`config.mk`:
```
export PLATFORM = sky130hd
export DESIGN_NAME = gmii_tx_framer_flat
export DESIGN_NICKNAME = d
export VERILOG_FILES = /design/src/rtl/eth_pkg.sv /design/src/rtl/gmii_tx_framer_if.sv /design/src/rtl/eth_crc32_d8.sv /design/src/rtl/gmii_tx_framer.sv /design/src/flat_wrapper.sv
export SDC_FILE = /design/constraint.sdc
export NUM_CORES = 1
export LEC_CHECK = 0
export ABC_AREA = 1
export BUFFER_PORTS_ARGS = -buffer_cell sky130_fd_sc_hd__buf_2
export CAP_MARGIN = 20
export CORE_MARGIN = 3
export CORE_UTILIZATION = 35
export DETAILED_ROUTE_END_ITERATION = 7
export PLACE_DENSITY = 0.59
export REMOVE_ABC_BUFFERS = 1
export SYNTH_ARGS = -nofsm -noshare
export SYNTH_HDL_FRONTEND = slang
export SYNTH_HIERARCHICAL = 1
export SYNTH_SLANG_ARGS = --single-unit
```
`constraint.sdc`:
```
create_clock -name gmii_tx_clk -period 3.68 [get_ports gmii_tx_clk]
set_input_delay 0.184 -clock gmii_tx_clk [delete_from_list [all_inputs] [get_ports gmii_tx_clk]]
set_output_delay 0.184 -clock gmii_tx_clk [all_outputs]
set_load 0.01 [all_outputs]
```
`src/rtl/eth_pkg.sv`:
```
// rtl/eth_pkg.sv - shared Ethernet framing types and constants
package eth_pkg;

    typedef enum logic [2:0] {
        ST_IDLE     = 3'd0,
        ST_PREAMBLE = 3'd1,
        ST_SFD      = 3'd2,
        ST_DATA     = 3'd3,
        ST_PAD      = 3'd4,
        ST_FCS      = 3'd5,
        ST_DRAIN    = 3'd6,
        ST_IFG      = 3'd7
    } tx_state_e;

    localparam int          PREAMBLE_LEN  = 7;
    localparam logic [7:0]  PREAMBLE_BYTE = 8'h55;
    localparam logic [7:0]  SFD_BYTE      = 8'hD5;
    localparam logic [31:0] CRC32_POLY    = 32'hEDB88320;
    localparam logic [31:0] CRC32_INIT    = 32'hFFFFFFFF;
    localparam logic [31:0] CRC32_RESIDUE = 32'hDEBB20E3;

endpackage

```
`src/rtl/gmii_tx_framer_if.sv`:
```
// rtl/gmii_tx_framer_if.sv - byte stream into the GMII transmit framer
interface gmii_tx_framer_if;
    logic [7:0] tdata;
    logic       tvalid;
    logic       tready;
    logic       tlast;
    logic       tuser;

    modport master (output tdata, output tvalid, output tlast, output tuser, input tready);
    modport slave  (input tdata, input tvalid, input tlast, input tuser, output tready);
endinterface

```
`src/rtl/eth_crc32_d8.sv`:
```
// rtl/eth_crc32_d8.sv - one-byte step of reflected CRC-32, shared by TX and RX
module eth_crc32_d8
    import eth_pkg::*;
(
    input  logic [7:0]  data,
    input  logic [31:0] crc_in,
    output logic [31:0] crc_out
);

    logic [31:0] c;

    always_comb begin
        c = crc_in ^ {24'd0, data};
        for (int i = 0; i < 8; i++) begin
            c = c[0] ? ((c >> 1) ^ CRC32_POLY) : (c >> 1);
        end
        crc_out = c;
    end

endmodule

```
`src/rtl/gmii_tx_framer.sv`:
```
// rtl/gmii_tx_framer.sv - frames a byte stream onto GMII with preamble, pad, FCS and IFG
module gmii_tx_framer
    import eth_pkg::*;
#(
    parameter int unsigned IFG_BYTES      = 12,
    parameter int unsigned MIN_DATA_BYTES = 60
) (
    input  logic            gmii_tx_clk,
    input  logic            reset,
    gmii_tx_framer_if.slave s_axis,
    output logic [7:0]      gmii_txd,
    output logic            gmii_tx_en,
    output logic            gmii_tx_er,
    output logic            frame_done,
    output logic            frame_err
);

    localparam int                CNT_W    = $clog2(MIN_DATA_BYTES + 1);
    localparam int                AUX_W    = 16;
    localparam logic [CNT_W-1:0]  MIN_CNT  = CNT_W'(MIN_DATA_BYTES);
    localparam logic [AUX_W-1:0]  PRE_LAST = AUX_W'(PREAMBLE_LEN - 1);
    localparam logic [AUX_W-1:0]  FCS_LAST = AUX_W'(3);
    localparam logic [AUX_W-1:0]  IFG_LAST = AUX_W'(IFG_BYTES - 1);

    tx_state_e        state_q, state_d;
    logic [CNT_W-1:0] data_cnt_q, data_cnt_d;
    logic [AUX_W-1:0] aux_cnt_q, aux_cnt_d;
    logic [31:0]      crc_q, crc_d;
    logic             err_q, err_d;
    logic [7:0]       txd_q, txd_d;
    logic             tx_en_q, tx_en_d;
    logic             tx_er_q, tx_er_d;
    logic             done_q, done_d;
    logic             ferr_q, ferr_d;

    logic [7:0]       crc_byte;
    logic [31:0]      crc_next;
    logic [31:0]      fcs_shift;
    logic [CNT_W-1:0] cnt_inc, cnt_sat;

    assign s_axis.tready = (state_q == ST_DATA) || (state_q == ST_DRAIN);

    // Pad bytes are zero, so the CRC input only needs the stream byte in DATA.
    assign crc_byte  = (state_q == ST_DATA) ? s_axis.tdata : 8'h00;
    assign fcs_shift = crc_q >> {aux_cnt_q[1:0], 3'b000};
    assign cnt_inc   = data_cnt_q + CNT_W'(1);
    assign cnt_sat   = (data_cnt_q == MIN_CNT) ? data_cnt_q : cnt_inc;

    eth_crc32_d8 u_crc (
        .data    (crc_byte),
        .crc_in  (crc_q),
        .crc_out (crc_next)
    );

    always_ff @(posedge gmii_tx_clk) begin
        if (reset) begin
            state_q    <= ST_IDLE;
            data_cnt_q <= '0;
            aux_cnt_q  <= '0;
            crc_q      <= CRC32_INIT;
            err_q      <= 1'b0;
            txd_q      <= 8'h00;
            tx_en_q    <= 1'b0;
            tx_er_q    <= 1'b0;
            done_q     <= 1'b0;
            ferr_q     <= 1'b0;
        end else begin
            state_q    <= state_d;
            data_cnt_q <= data_cnt_d;
            aux_cnt_q  <= aux_cnt_d;
            crc_q      <= crc_d;
            err_q      <= err_d;
            txd_q      <= txd_d;
            tx_en_q    <= tx_en_d;
            tx_er_q    <= tx_er_d;
            done_q     <= done_d;
            ferr_q     <= ferr_d;
        end
    end

    // The first preamble byte leaves from IDLE, so PREAMBLE itself sends six.
    always_comb begin
        state_d    = state_q;
        data_cnt_d = data_cnt_q;
        aux_cnt_d  = aux_cnt_q;
        err_d      = err_q;
        case (state_q)
            ST_IDLE: begin
                if (s_axis.tvalid) begin
                    state_d    = ST_PREAMBLE;
                    aux_cnt_d  = AUX_W'(1);
                    data_cnt_d = '0;
                    err_d      = 1'b0;
                end
            end
            ST_PREAMBLE: begin
                aux_cnt_d = aux_cnt_q + AUX_W'(1);
                if (aux_cnt_q == PRE_LAST) state_d = ST_SFD;
            end
            ST_SFD: begin
                state_d   = ST_DATA;
                aux_cnt_d = '0;
            end
            ST_DATA: begin
                if (s_axis.tvalid) begin
                    data_cnt_d = cnt_sat;
                    if (s_axis.tuser) err_d = 1'b1;
                    if (s_axis.tlast) state_d = (cnt_sat < MIN_CNT) ? ST_PAD : ST_FCS;
                end else begin
                    err_d   = 1'b1;
                    state_d = ST_DRAIN;
                end
            end
            ST_PAD: begin
                data_cnt_d = cnt_inc;
                if (cnt_inc == MIN_CNT) state_d = ST_FCS;
            end
            ST_FCS: begin
                aux_cnt_d = aux_cnt_q + AUX_W'(1);
                if (aux_cnt_q == FCS_LAST) begin
                    state_d   = ST_IFG;
                    aux_cnt_d = '0;
                end
            end
            ST_DRAIN: begin
                if (s_axis.tvalid && s_axis.tlast) begin
                    state_d   = ST_IFG;
                    aux_cnt_d = '0;
                end
            end
            ST_IFG: begin
                aux_cnt_d = aux_cnt_q + AUX_W'(1);
                if (aux_cnt_q == IFG_LAST) state_d = ST_IDLE;
            end
            default: state_d = ST_IDLE;
        endcase
    end

    always_comb begin
        txd_d   = 8'h00;
        tx_en_d = 1'b0;
        tx_er_d = 1'b0;
        crc_d   = crc_q;
        done_d  = 1'b0;
        ferr_d  = 1'b0;
        case (state_q)
            ST_IDLE: begin
                if (s_axis.tvalid) begin
                    txd_d   = PREAMBLE_BYTE;
                    tx_en_d = 1'b1;
                end
            end
            ST_PREAMBLE: begin
                txd_d   = PREAMBLE_BYTE;
                tx_en_d = 1'b1;
            end
            ST_SFD: begin
                txd_d   = SFD_BYTE;
                tx_en_d = 1'b1;
                crc_d   = CRC32_INIT;
            end
            ST_DATA: begin
                tx_en_d = 1'b1;
                if (s_axis.tvalid) begin
                    txd_d   = s_axis.tdata;
                    tx_er_d = s_axis.tuser;
                    crc_d   = crc_next;
                end else begin
                    tx_er_d = 1'b1;
                end
            end
            ST_PAD: begin
                tx_en_d = 1'b1;
                crc_d   = crc_next;
            end
            ST_FCS: begin
                txd_d   = ~fcs_shift[7:0];
                tx_en_d = 1'b1;
            end
            default: ;
        endcase
        if ((state_d == ST_IFG) && (state_q != ST_IFG)) begin
            done_d = ~err_d;
            ferr_d = err_d;
        end
    end

    assign gmii_txd   = txd_q;
    assign gmii_tx_en = tx_en_q;
    assign gmii_tx_er = tx_er_q;
    assign frame_done = done_q;
    assign frame_err  = ferr_q;

endmodule

```
`src/flat_wrapper.sv`:
```
// flat-port wrapper written by rule: the top's interface ports become plain ports
module gmii_tx_framer_flat import eth_pkg::*;
#(
    parameter int unsigned IFG_BYTES      = 12,
    parameter int unsigned MIN_DATA_BYTES = 60
)
  (gmii_tx_clk, reset, gmii_txd, gmii_tx_en, gmii_tx_er, frame_done, frame_err, s_axis_tdata, s_axis_tvalid, s_axis_tlast, s_axis_tuser, s_axis_tready);
  gmii_tx_framer_if s_axis_i ();
  input  logic gmii_tx_clk;
  input  logic reset;
  output logic [7:0] gmii_txd;
  output logic gmii_tx_en;
  output logic gmii_tx_er;
  output logic frame_done;
  output logic frame_err;
  input wire logic [$bits(s_axis_i.tdata)-1:0] s_axis_tdata;
  input wire logic [$bits(s_axis_i.tvalid)-1:0] s_axis_tvalid;
  input wire logic [$bits(s_axis_i.tlast)-1:0] s_axis_tlast;
  input wire logic [$bits(s_axis_i.tuser)-1:0] s_axis_tuser;
  output wire logic [$bits(s_axis_i.tready)-1:0] s_axis_tready;
  assign s_axis_i.tdata = s_axis_tdata;
  assign s_axis_i.tvalid = s_axis_tvalid;
  assign s_axis_i.tlast = s_axis_tlast;
  assign s_axis_i.tuser = s_axis_tuser;
  assign s_axis_tready = s_axis_i.tready;
  gmii_tx_framer #(.IFG_BYTES(IFG_BYTES), .MIN_DATA_BYTES(MIN_DATA_BYTES)) u_core (.gmii_tx_clk(gmii_tx_clk), .reset(reset), .s_axis(s_axis_i), .gmii_txd(gmii_txd), .gmii_tx_en(gmii_tx_en), .gmii_tx_er(gmii_tx_er), .frame_done(frame_done), .frame_err(frame_err));
endmodule
```
==> flow_summary.json, run 1 <==
{
  "grt_util_met1_pct": 24.1,
  "fmax_mhz": 358,
  "seqCellArea_um2": 1400,
  "synth.distinct_cells": 37,
  "peakVddDrop_mv": 0.184,
  "gr-total-overflow": 0,
  "yosysTopAreaCell": "dfxtp_1",
  "max_stage_delay_ns": 0.46,
  "cts_setup_buffers": 0,
  "busiest_layer": "met2",
  "antenna_found_initial": 0,
  "finalHoldViolations": 0,
  "p_leak_nw": 2.47,
  "synth_area_per_cell_um2": 6.45,
  "grt_first_pass_wirelength_um": 20900,
  "hpwlAfterDp_um": 8960,
  "htree_levels": 3,
  "status": "finished clean",
  "first_pass_iters": 5,
  "hold_path_class": "primary input to flip-flop",
  "ys_top_cells_by_area": "dfxtp_1, nand2_1, xor2_1, inv_1, nand3_1",
  "cts_tree": "yes",
  "synth-edff-count": 0,
  "gr-usage-met2_pct": 28.3,
  "place.gp.congestion": 0.942,
  "clkSinkCount": 70,
  "placed_area_um2": 4920,
  "syn_area_um2": 4640,
  "area_delta_synth_final_pct": 12.5,
  "worstMarginPinSlew_ns": 0.631,
  "row_count": 41,
  "required_ns": 3.88,
  "finalCritPeriodShare_pct": 76.0,
  "path_max_fanout": 13,
  "grt_pass1_vias": 4291,
  "n_antenna_cell": 0,
  "grt_util_met3_pct": 2.61,
  "die_w_um": 121,
  "detail_route.wl_per_cell_um": 13.8,
  "cts-resized-gates": 0,
  "fin_nets": 756,
  "synthArstFlopShare_pct": 0,
  "yosys-top-cells-count": "nand2_1, inv_1, dfxtp_1, nor2_1, nand3_1",
  "ioPinCount": 26,
  "vias_per_cell": 5.06,
  "die_h_um": 121,
  "drive_gt1_share_pct": 12.1,
  "start_util_pct": 36.4,
  "cts_inserted_buffers": 9,
  "cp_data_arrival_time_ns": 3.00,
  "critPathSlowestCell": "nand3_1",
  "coreArea_um2": 12800,
  "ys_ff_latch": 70,
  "setup_viol": 0,
  "die_area_um2": 14700,
  "yosysMostFrequentCell": "nand2_1",
  "crit_type": "flip-flop to flip-flop",
  "hold_slack_ns": 0.152,
  "syn_inst": 720,
  "drc": 0,
  "hold_buffers": 0,
  "crit_path_frequent_cell": "nand2_1",
  "endpoint_kind": "flip-flop",
  "synth_top_area_share_pct": 30.2,
  "wirelength_um": 12600,
  "grt.total_usage_pct": 17.6,
  "num_vias": 4636,
  "slew_viol_final": 0,
  "path_cells": "inv_2, nand3_1, nor2_1, inv_1, nand2_1, nand2_1, nand2_1, nand2_1, nand2_2, nand2_4, nand2_1, nand3_1, nand2_1, inv_1, o22ai_1, nand2_1",
  "design_area_um2": 5220,
  "cap_viol_max_count": 0,
  "yosys_warnings": 6,
  "critPathLaunchType": "flip-flop",
  "first_iter_violations": 469,
  "grt_max_degree": 44,
  "cts_root_buf": "clkbuf_16",
  "clkTransAtPathRegs_ns": 0.06,
  "ys.flop_type": "dfxtp_1",
  "final_antenna_net_count": 0,
  "fin_setup_tns_ns": 0,
  "multi_input_area_um2": 2830,
  "period_minus_slack_ns": 2.80,
  "cts.path.max_buffers": 2,
  "powerDensity_nw_per_um2": 343,
  "rsz0062_at_grt": "false",
  "clk_latency_ns": 0.33,
  "slew_headroom_pct": 57.8,
  "fillers": 1333,
  "clock_skew_ns": 0.00537,
  "seq_area_frac_synth_pct": 30.2,
  "portBuffers": 25
}
## state kept, by name (all words and copies together) (netlist names), 3 cells and up
register           count
u_core/crc_q          32
u_core/aux_cnt_q      16
u_core/gmii_txd        8
u_core/data_cnt_q      6
u_core/state_q         3
## cell families after synthesis
group                    Yosys count  share of synthesized area [%]
AO/OA/AOI/OAI                     91                           12.0
XOR/XNOR                          47                           9.59
adder cells (fa/ha/maj)            4                           1.08
buffers and inverters            106                           8.95
flip-flops                        70                           30.2
AND/OR/NAND/NOR                  402                           38.2
## stage by stage
stage,total power [mW],utilization (%),worst slack [ns],cells
after detailed placement,0.920,38.5,0.940,900
after floorplan,0.867,-,1.54,698
after global placement,0.920,38.5,1.07,900
final,1.79,40.9,0.883,916
after CTS,1.81,40.9,0.924,916
after global routing,1.86,40.9,0.624,916
## metal layers
layer	routed length, um	share of wire, %
met5	0	0
met4	196	1.6
met3	646	5.1
met2	5670	45
met1	6100	48
## final timing paths
| path | startpoint | end | slack (ns) | depth (start not counted) |
|---|---|---|---|---|
| worst max-delay path | u_core/state_q[2] | u_core/crc_q[23] | 0.88 | 16 |
| worst min-delay path | s_axis_tuser | u_core/gmii_tx_er | 0.15 | 3 |
| worst min register to register | u_core/data_cnt_q[5] | u_core/data_cnt_q[5] | 0.49 | 2 |
| worst max register to register | u_core/state_q[2] | u_core/crc_q[23] | 0.88 | 16 |
## layout by cell type (no fill, tap or decap), types with 2 or more instances in the layout
cell type,instances
o21bai_1,2
buf_4,5
xor2_2,2
inv_2,6
nand4_1,13
buf_2,25
nor3_1,8
nor2_2,3
a211oi_1,4
nand2_2,20
xnor2_1,8
ha_1,4
or2_4,2
inv_1,76
o21ai_1,5
nand2_1,235
a32o_1,3
dfxtp_1,70
nor2_1,57
clkbuf_1,2
clkbuf_8,2
a22oi_1,4
clkbuf_16,9
xor2_1,36
o22ai_1,32
nand3_1,53
o21ai_0,11
clkinv_1,2
a21oi_1,24
o211ai_1,4
nand2_4,7
## worst max-delay path, delay by kind of cell, from the launching register on
family	cells	cell delay, ns
simple gates	12	1.84
flops	1	0.38
buf+inv	3	0.28
compound gates	1	0.14
## power breakdown
group / internal [mW] / leakage [nW] / switching [mW]
Combinational: 0.0405 / 1.75 / 0.0874
Clock: 0.561 / 0.146 / 0.329
Sequential: 0.766 / 0.567 / 0.0104
Total: 1.37 / 2.47 / 0.427
## final cells by class
class | instances | area share [%]
clock buffer | 13 | 4.98
timing repair buffer | 30 | 3.11
sequential | 70 | 26.8
inverter | 84 | 6.04
clock inverter | 3 | 0.814
multi-input combinational | 544 | 54.1
tap | 172 | 4.12
No activity file was read; power rests on OpenSTA's default activity.
==> run 2, diff against run 1 <==
--- a/config.mk
+++ b/config.mk
@@ -11,7 +11,7 @@
 export CORE_MARGIN = 3
 export CORE_UTILIZATION = 35
 export DETAILED_ROUTE_END_ITERATION = 7
-export PLACE_DENSITY = 0.59
+export PLACE_DENSITY = 0.6
 export REMOVE_ABC_BUFFERS = 1
 export SYNTH_ARGS = -nofsm -noshare
 export SYNTH_HDL_FRONTEND = slang
==> constraint.sdc (replaced) <==
create_clock -name gmii_tx_clk -period 2.44 [get_ports gmii_tx_clk]
set_input_delay 0.122 -clock gmii_tx_clk [delete_from_list [all_inputs] [get_ports gmii_tx_clk]]
set_output_delay 0.122 -clock gmii_tx_clk [all_outputs]
set_load 0.01 [all_outputs]
==> run 2 against run 1 <==
Net effect:
- worst hold slack worse by 0.066 ns
- via count fell by 1.9%
- combinational power grew 69%
- count of clock-buffer cells in the layout unchanged
- clock power is 74% higher
- first-iteration DRC count shrank 7.5%
- critical path type unchanged
==> flow_summary.json, run 2 (synthesized netlist as in run 1, its figures left out) <==
{
  "status": "finished clean",
  "grt_first_pass_wirelength_um": 21600,
  "crit_family": "simple AND/OR/NAND/NOR gates",
  "worstMarginPinSlew_ns": 0.614,
  "critPathLaunchType": "flip-flop",
  "power_switching_mw": 0.646,
  "design_area_um2": 5390,
  "path_max_fanout": 7,
  "place.gp.congestion": 0.869,
  "power_frac_clock_pct": 53.0,
  "die_w_um": 121,
  "hold_slack_ns": 0.0859,
  "drive_gt1_share_pct": 14.6,
  "slew_headroom_pct": 59.0,
  "clkSinkCount": 70,
  "cts_inserted_buffers": 9,
  "final_common_cell": "nand2_1",
  "clkTransAtPathRegs_ns": 0.05,
  "cts_setup_buffers": 0,
  "cts.path.max_buffers": 2,
  "rsz0062_at_grt": "false",
  "path_cells": "inv_2, nand3_4, buf_4, nor2_2, inv_1, nand2_1, nand2_1, nand2_1, nand2_1, nand2_2, nand2_4, nand2_1, nand3_1, nand2_1, inv_1, o22ai_1, nand2_1",
  "setup_viol": 0,
  "grt_max_degree": 33,
  "hpwlAfterDp_um": 8920,
  "clock_skew_ns": 0.00678,
  "cts_tree": "yes",
  "n_antenna_cell": 0,
  "ioPinCount": 26,
  "cap_viol_max_count": 0,
  "grt.total_usage_pct": 18.3,
  "combPwrFrac_pct": 7.4,
  "die_h_um": 121,
  "top_register": "u_core/crc_q",
  "fin_setup_tns_ns": 0,
  "hold_buffers": 0,
  "antenna_found_initial": 0,
  "grt_pass1_vias": 4334,
  "num_vias": 4547,
  "detail_route.wl_per_cell_um": 13.6,
  "largest_reg_flops": 32,
  "portBuffers": 25,
  "area_delta_synth_final_pct": 16.0,
  "critPathSlowestCell": "dfxtp_1",
  "htree_levels": 3,
  "die_area_um2": 14700,
  "crit_path_frequent_cell": "nand2_1",
  "seqCellArea_um2": 1400,
  "fin_nets": 765,
  "period_minus_slack_ns": 2.18,
  "coreArea_um2": 12800,
  "powerDensity_nw_per_um2": 543,
  "slew_viol_final": 0,
  "instances_no_fill": 925,
  "cp_num_buf_inv": 4,
  "clk_latency_ns": 0.34,
  "crit_type": "flip-flop to flip-flop",
  "max_stage_delay_ns": 0.31,
  "final_antenna_net_count": 0,
  "final_cell_mix": "nand2_1, inv_1, dfxtp_1",
  "finalHoldViolations": 0,
  "wirelength_um": 12600,
  "fmax_mhz": 459,
  "power_frac_seq_pct": 39.7,
  "drc": 0,
  "vias_per_cell": 4.92,
  "first_pass_iters": 5,
  "fillers": 1346,
  "power_mw": 2.92,
  "endpoint_kind": "flip-flop",
  "cp_data_arrival_time_ns": 2.39,
  "gr-total-overflow": 0,
  "row_count": 41,
  "p_int_mw": 2.28,
  "cts_root_buf": "clkbuf_16",
  "p_leak_nw": 2.54,
  "switching_share_pct": 22.1,
  "first_iter_violations": 434,
  "finalCritPeriodShare_pct": 89.3,
  "required_ns": 2.65,
  "hold_path_class": "primary input to flip-flop",
  "placed_area_um2": 4990,
  "dp.cells": 909,
  "peakVddDrop_mv": 0.296,
  "multi_input_area_um2": 2870,
  "start_util_pct": 36.4
}
-- run 2: cell types whose count changed in the layout (fill, tap and decap cells not counted), sizes merged --
cell,previous run,this run
clkinv,3,2
bufinv,1,3
buf,30,39
clkinvlp,1,0
-- run 2: power by group through the flow --
stage	Combinational [mW]	Clock (mW)	Sequential, mW
4_1_cts	0.214	1.59	1.16
5_1_grt	0.243	1.63	1.16
3_5_place_dp	0.213	0	1.18
6_report	0.216	1.55	1.16
3_3_place_gp	0.216	0	1.18
2_1_floorplan	0.111	0	1.20
-- run 2: layer usage --
layer	GRT usage [%]	up-vias	routed length [um]
li1	-	2374	-
met1	25.5	2039	6140
met2	28.6	119	5680
met3	3.26	15	546
met4	6.09	0	197
met5	0	-	0
-- run 2: final cells by class --
| class | instances | share of cell area (%) |
|---|---|---|
| inverter | 84 | 5.85 |
| multi-input combinational | 544 | 53.4 |
| sequential | 70 | 26.0 |
| timing repair buffer | 39 | 4.27 |
| clock buffer | 13 | 4.83 |
| tap | 172 | 4.00 |
| clock inverter | 3 | 1.67 |
-- run 2: final timing paths --
check	slack [ns]	startpoint	to	cells past startpoint
min	0.09	s_axis_tuser	u_core/gmii_tx_er	3
max reg2reg	0.26	u_core/state_q[2]	u_core/crc_q[23]	17
min reg2reg	0.51	u_core/data_cnt_q[5]	u_core/data_cnt_q[5]	2
max	0.26	u_core/state_q[2]	u_core/crc_q[23]	17
-- run 2: metrics by stage --
step	setup WS [ns]	util, %
6_report	0.261	42.2
5_1_grt	0.00301	42.2
4_1_cts	0.0458	41.8
3_5_place_dp	0.0630	39.1
3_3_place_gp	0.106	39.1
2_1_floorplan	0.302	-
-- run 2: worst register-to-register path, stage by stage, from the launching register on --
cell     delay (ns)
dfxtp_1        0.31
inv_2          0.14
nand3_4        0.13
buf_4          0.21
nor2_2         0.15
inv_1          0.07
nand2_1        0.05
nand2_1        0.12
nand2_1        0.10
nand2_1        0.12
nand2_2        0.12
nand2_4        0.08
nand2_1        0.06
nand3_1        0.06
nand2_1        0.06
inv_1          0.04
o22ai_1        0.15
nand2_1        0.07
-- run 2: repair_timing --
action / CTS / global route
setup endpoints to repair: 0 / 22
endpoints found under the hold margin: 0 / 0
resized for setup: 0 / 12
==> run 3, diff against run 2 <==
--- a/config.mk
+++ b/config.mk
@@ -11,7 +11,7 @@
 export CORE_MARGIN = 3
 export CORE_UTILIZATION = 35
 export DETAILED_ROUTE_END_ITERATION = 7
-export PLACE_DENSITY = 0.6
+export PLACE_DENSITY_LB_ADDON = 0.3
 export REMOVE_ABC_BUFFERS = 1
 export SYNTH_ARGS = -nofsm -noshare
 export SYNTH_HDL_FRONTEND = slang
==> run 3 against run 2 <==
Net effect:
- worst hold slack better by 0.0017 ns
- non-clock buffer count is 1 lower
- via count is 0.75% higher
- global-route usage is 0.69 points lower
- cell count is 0.11% lower
- critical path type unchanged
- highest routed layer unchanged
==> flow_summary.json, run 3 (synthesized netlist as in run 1, its figures left out) <==
{
  "final_cell_mix": "nand2_1, inv_1, dfxtp_1",
  "cts_root_buf": "clkbuf_16",
  "area_delta_synth_final_pct": 14.5,
  "reg2reg_to": "u_core/crc_q[20]",
  "hold_path_class": "primary input to flip-flop",
  "finalHoldViolations": 0,
  "powerDensity_nw_per_um2": 524,
  "cp_data_arrival_time_ns": 2.41,
  "portBuffers": 25,
  "worstMarginPinSlew_ns": 0.630,
  "slew_headroom_pct": 57.9,
  "hpwlAfterDp_um": 8730,
  "wirelength_um": 12400,
  "gr-usage-met2_pct": 28.6,
  "drc": 0,
  "final_antenna_net_count": 0,
  "antenna_found_initial": 0,
  "endpoint_kind": "flip-flop",
  "fin_setup_tns_ns": 0,
  "cts-resized-gates": 0,
  "ioPinCount": 26,
  "htree_levels": 3,
  "cts_inserted_buffers": 9,
  "period_minus_slack_ns": 2.20,
  "cts_setup_buffers": 0,
  "clk_latency_ns": 0.34,
  "utilization_pct": 41.6,
  "row_count": 41,
  "hold_start": "s_axis_tuser",
  "grt_first_pass_wirelength_um": 20700,
  "largest_reg_flops": 32,
  "detail_route.wl_per_cell_um": 13.4,
  "first_pass_iters": 5,
  "finalCritPeriodShare_pct": 90.1,
  "setup_viol": 0,
  "grt.total_usage_pct": 17.6,
  "status": "finished clean",
  "path_max_fanout": 8,
  "p_leak_nw": 2.52,
  "critPathLaunchType": "flip-flop",
  "die_w_um": 121,
  "place.gp.congestion": 0.866,
  "first_iter_violations": 439,
  "die_area_um2": 14700,
  "min_to": "u_core/gmii_tx_er",
  "grt_max_degree": 45,
  "grt_util_met3_pct": 2.38,
  "die_h_um": 121,
  "clkSinkCount": 70,
  "grt_pass1_vias": 4199,
  "hold_depth": 3,
  "cap_viol_max_count": 0,
  "n_antenna_cell": 0,
  "top_register": "u_core/crc_q",
  "slew_viol_final": 0,
  "rrSetupSlack_ns": 0.24,
  "rsz0062_at_grt": "true",
  "fin_nets": 764,
  "peakVddDrop_mv": 0.304,
  "reg2reg_depth": 17,
  "gr-total-overflow": 0,
  "required_ns": 2.65,
  "busiest_layer": "met2",
  "final_common_cell": "nand2_1",
  "start_util_pct": 36.4,
  "fmax_mhz": 455,
  "clkTransAtPathRegs_ns": 0.06,
  "hold_buffers": 0,
  "vias_per_cell": 4.96,
  "grt_util_met1_pct": 23.8,
  "cts_tree": "yes",
  "num_vias": 4581,
  "crit_type": "flip-flop to flip-flop",
  "fillers": 1348,
  "coreArea_um2": 12800,
  "clock_skew_ns": 0.00810,
  "cts.path.max_buffers": 2,
  "r2r_start": "u_core/state_q[2]",
  "drive_gt1_share_pct": 13.6
}
## run 3: worst max path at each step
stage	from	to	slack, ns	cells past startpoint
final	u_core/state_q[2]	u_core/crc_q[20]	0.24	17
after global routing	u_core/state_q[2]	u_core/crc_q[23]	-0.02	17
after CTS	u_core/state_q[2]	u_core/crc_q[20]	0.01	17
after detailed placement	u_core/state_q[2]	u_core/crc_q[20]	0.04	17
after global placement	u_core/state_q[2]	u_core/crc_q[18]	0.10	12
after floorplan	u_core/state_q[2]	u_core/crc_q[20]	0.30	16
## run 3: report_power, final
group | switching (mW) | internal, mW | leakage, nW
clock network | 0.492 | 0.920 | 0.157
logic | 0.145 | 0.0670 | 1.79
registers | 0.00537 | 1.15 | 0.567
## run 3: cell type report
| type | count | area, um^2 | share of cell area, % |
|---|---|---|---|
| well taps | 172 | 215 | 4.05 |
| multi-input cells | 544 | 2850 | 53.5 |
| clock buffers | 12 | 246 | 4.64 |
| inverters | 84 | 315 | 5.93 |
| repair buffers | 38 | 223 | 4.19 |
| flip-flops and latches | 70 | 1400 | 26.4 |
| clock inverters | 4 | 70.1 | 1.32 |
## run 3: per-stage QoR
step	instance area (um^2)	hold slack [ns]	worst slack, ns	cells	power, mW
after floorplan	4540	0.184	0.302	698	1.31
after CTS	5300	0.0807	0.0139	924	2.82
final	5320	0.0876	0.241	924	2.78
after global placement	4980	0.435	0.100	908	1.40
after global routing	5320	0.114	-0.0157	924	2.89
after detailed placement	4980	0.433	0.0409	908	1.40
## run 3: per-layer routing
metal,share of wire [%],wire [um],vias to the layer above
li1,-,-,2367
met2,46,5650,110
met1,49,6030,2093
met5,0,0,-
met3,4.0,497,11
met4,1.6,197,0
## run 3: worst max-delay path: stages (launching register included)
cell and delay, ns:
dfxtp_1 0.31, inv_2 0.13, nand3_4 0.13, buf_4 0.20, nor2_2 0.16, inv_1 0.08, nand2_1 0.06, nand2_1 0.12
nand2_1 0.14, nand2_4 0.12, inv_2 0.09, nand3_1 0.10, nand2_1 0.08, nand2_1 0.04, nand2_1 0.05, inv_1 0.03
o22ai_1 0.15, nand2_1 0.06
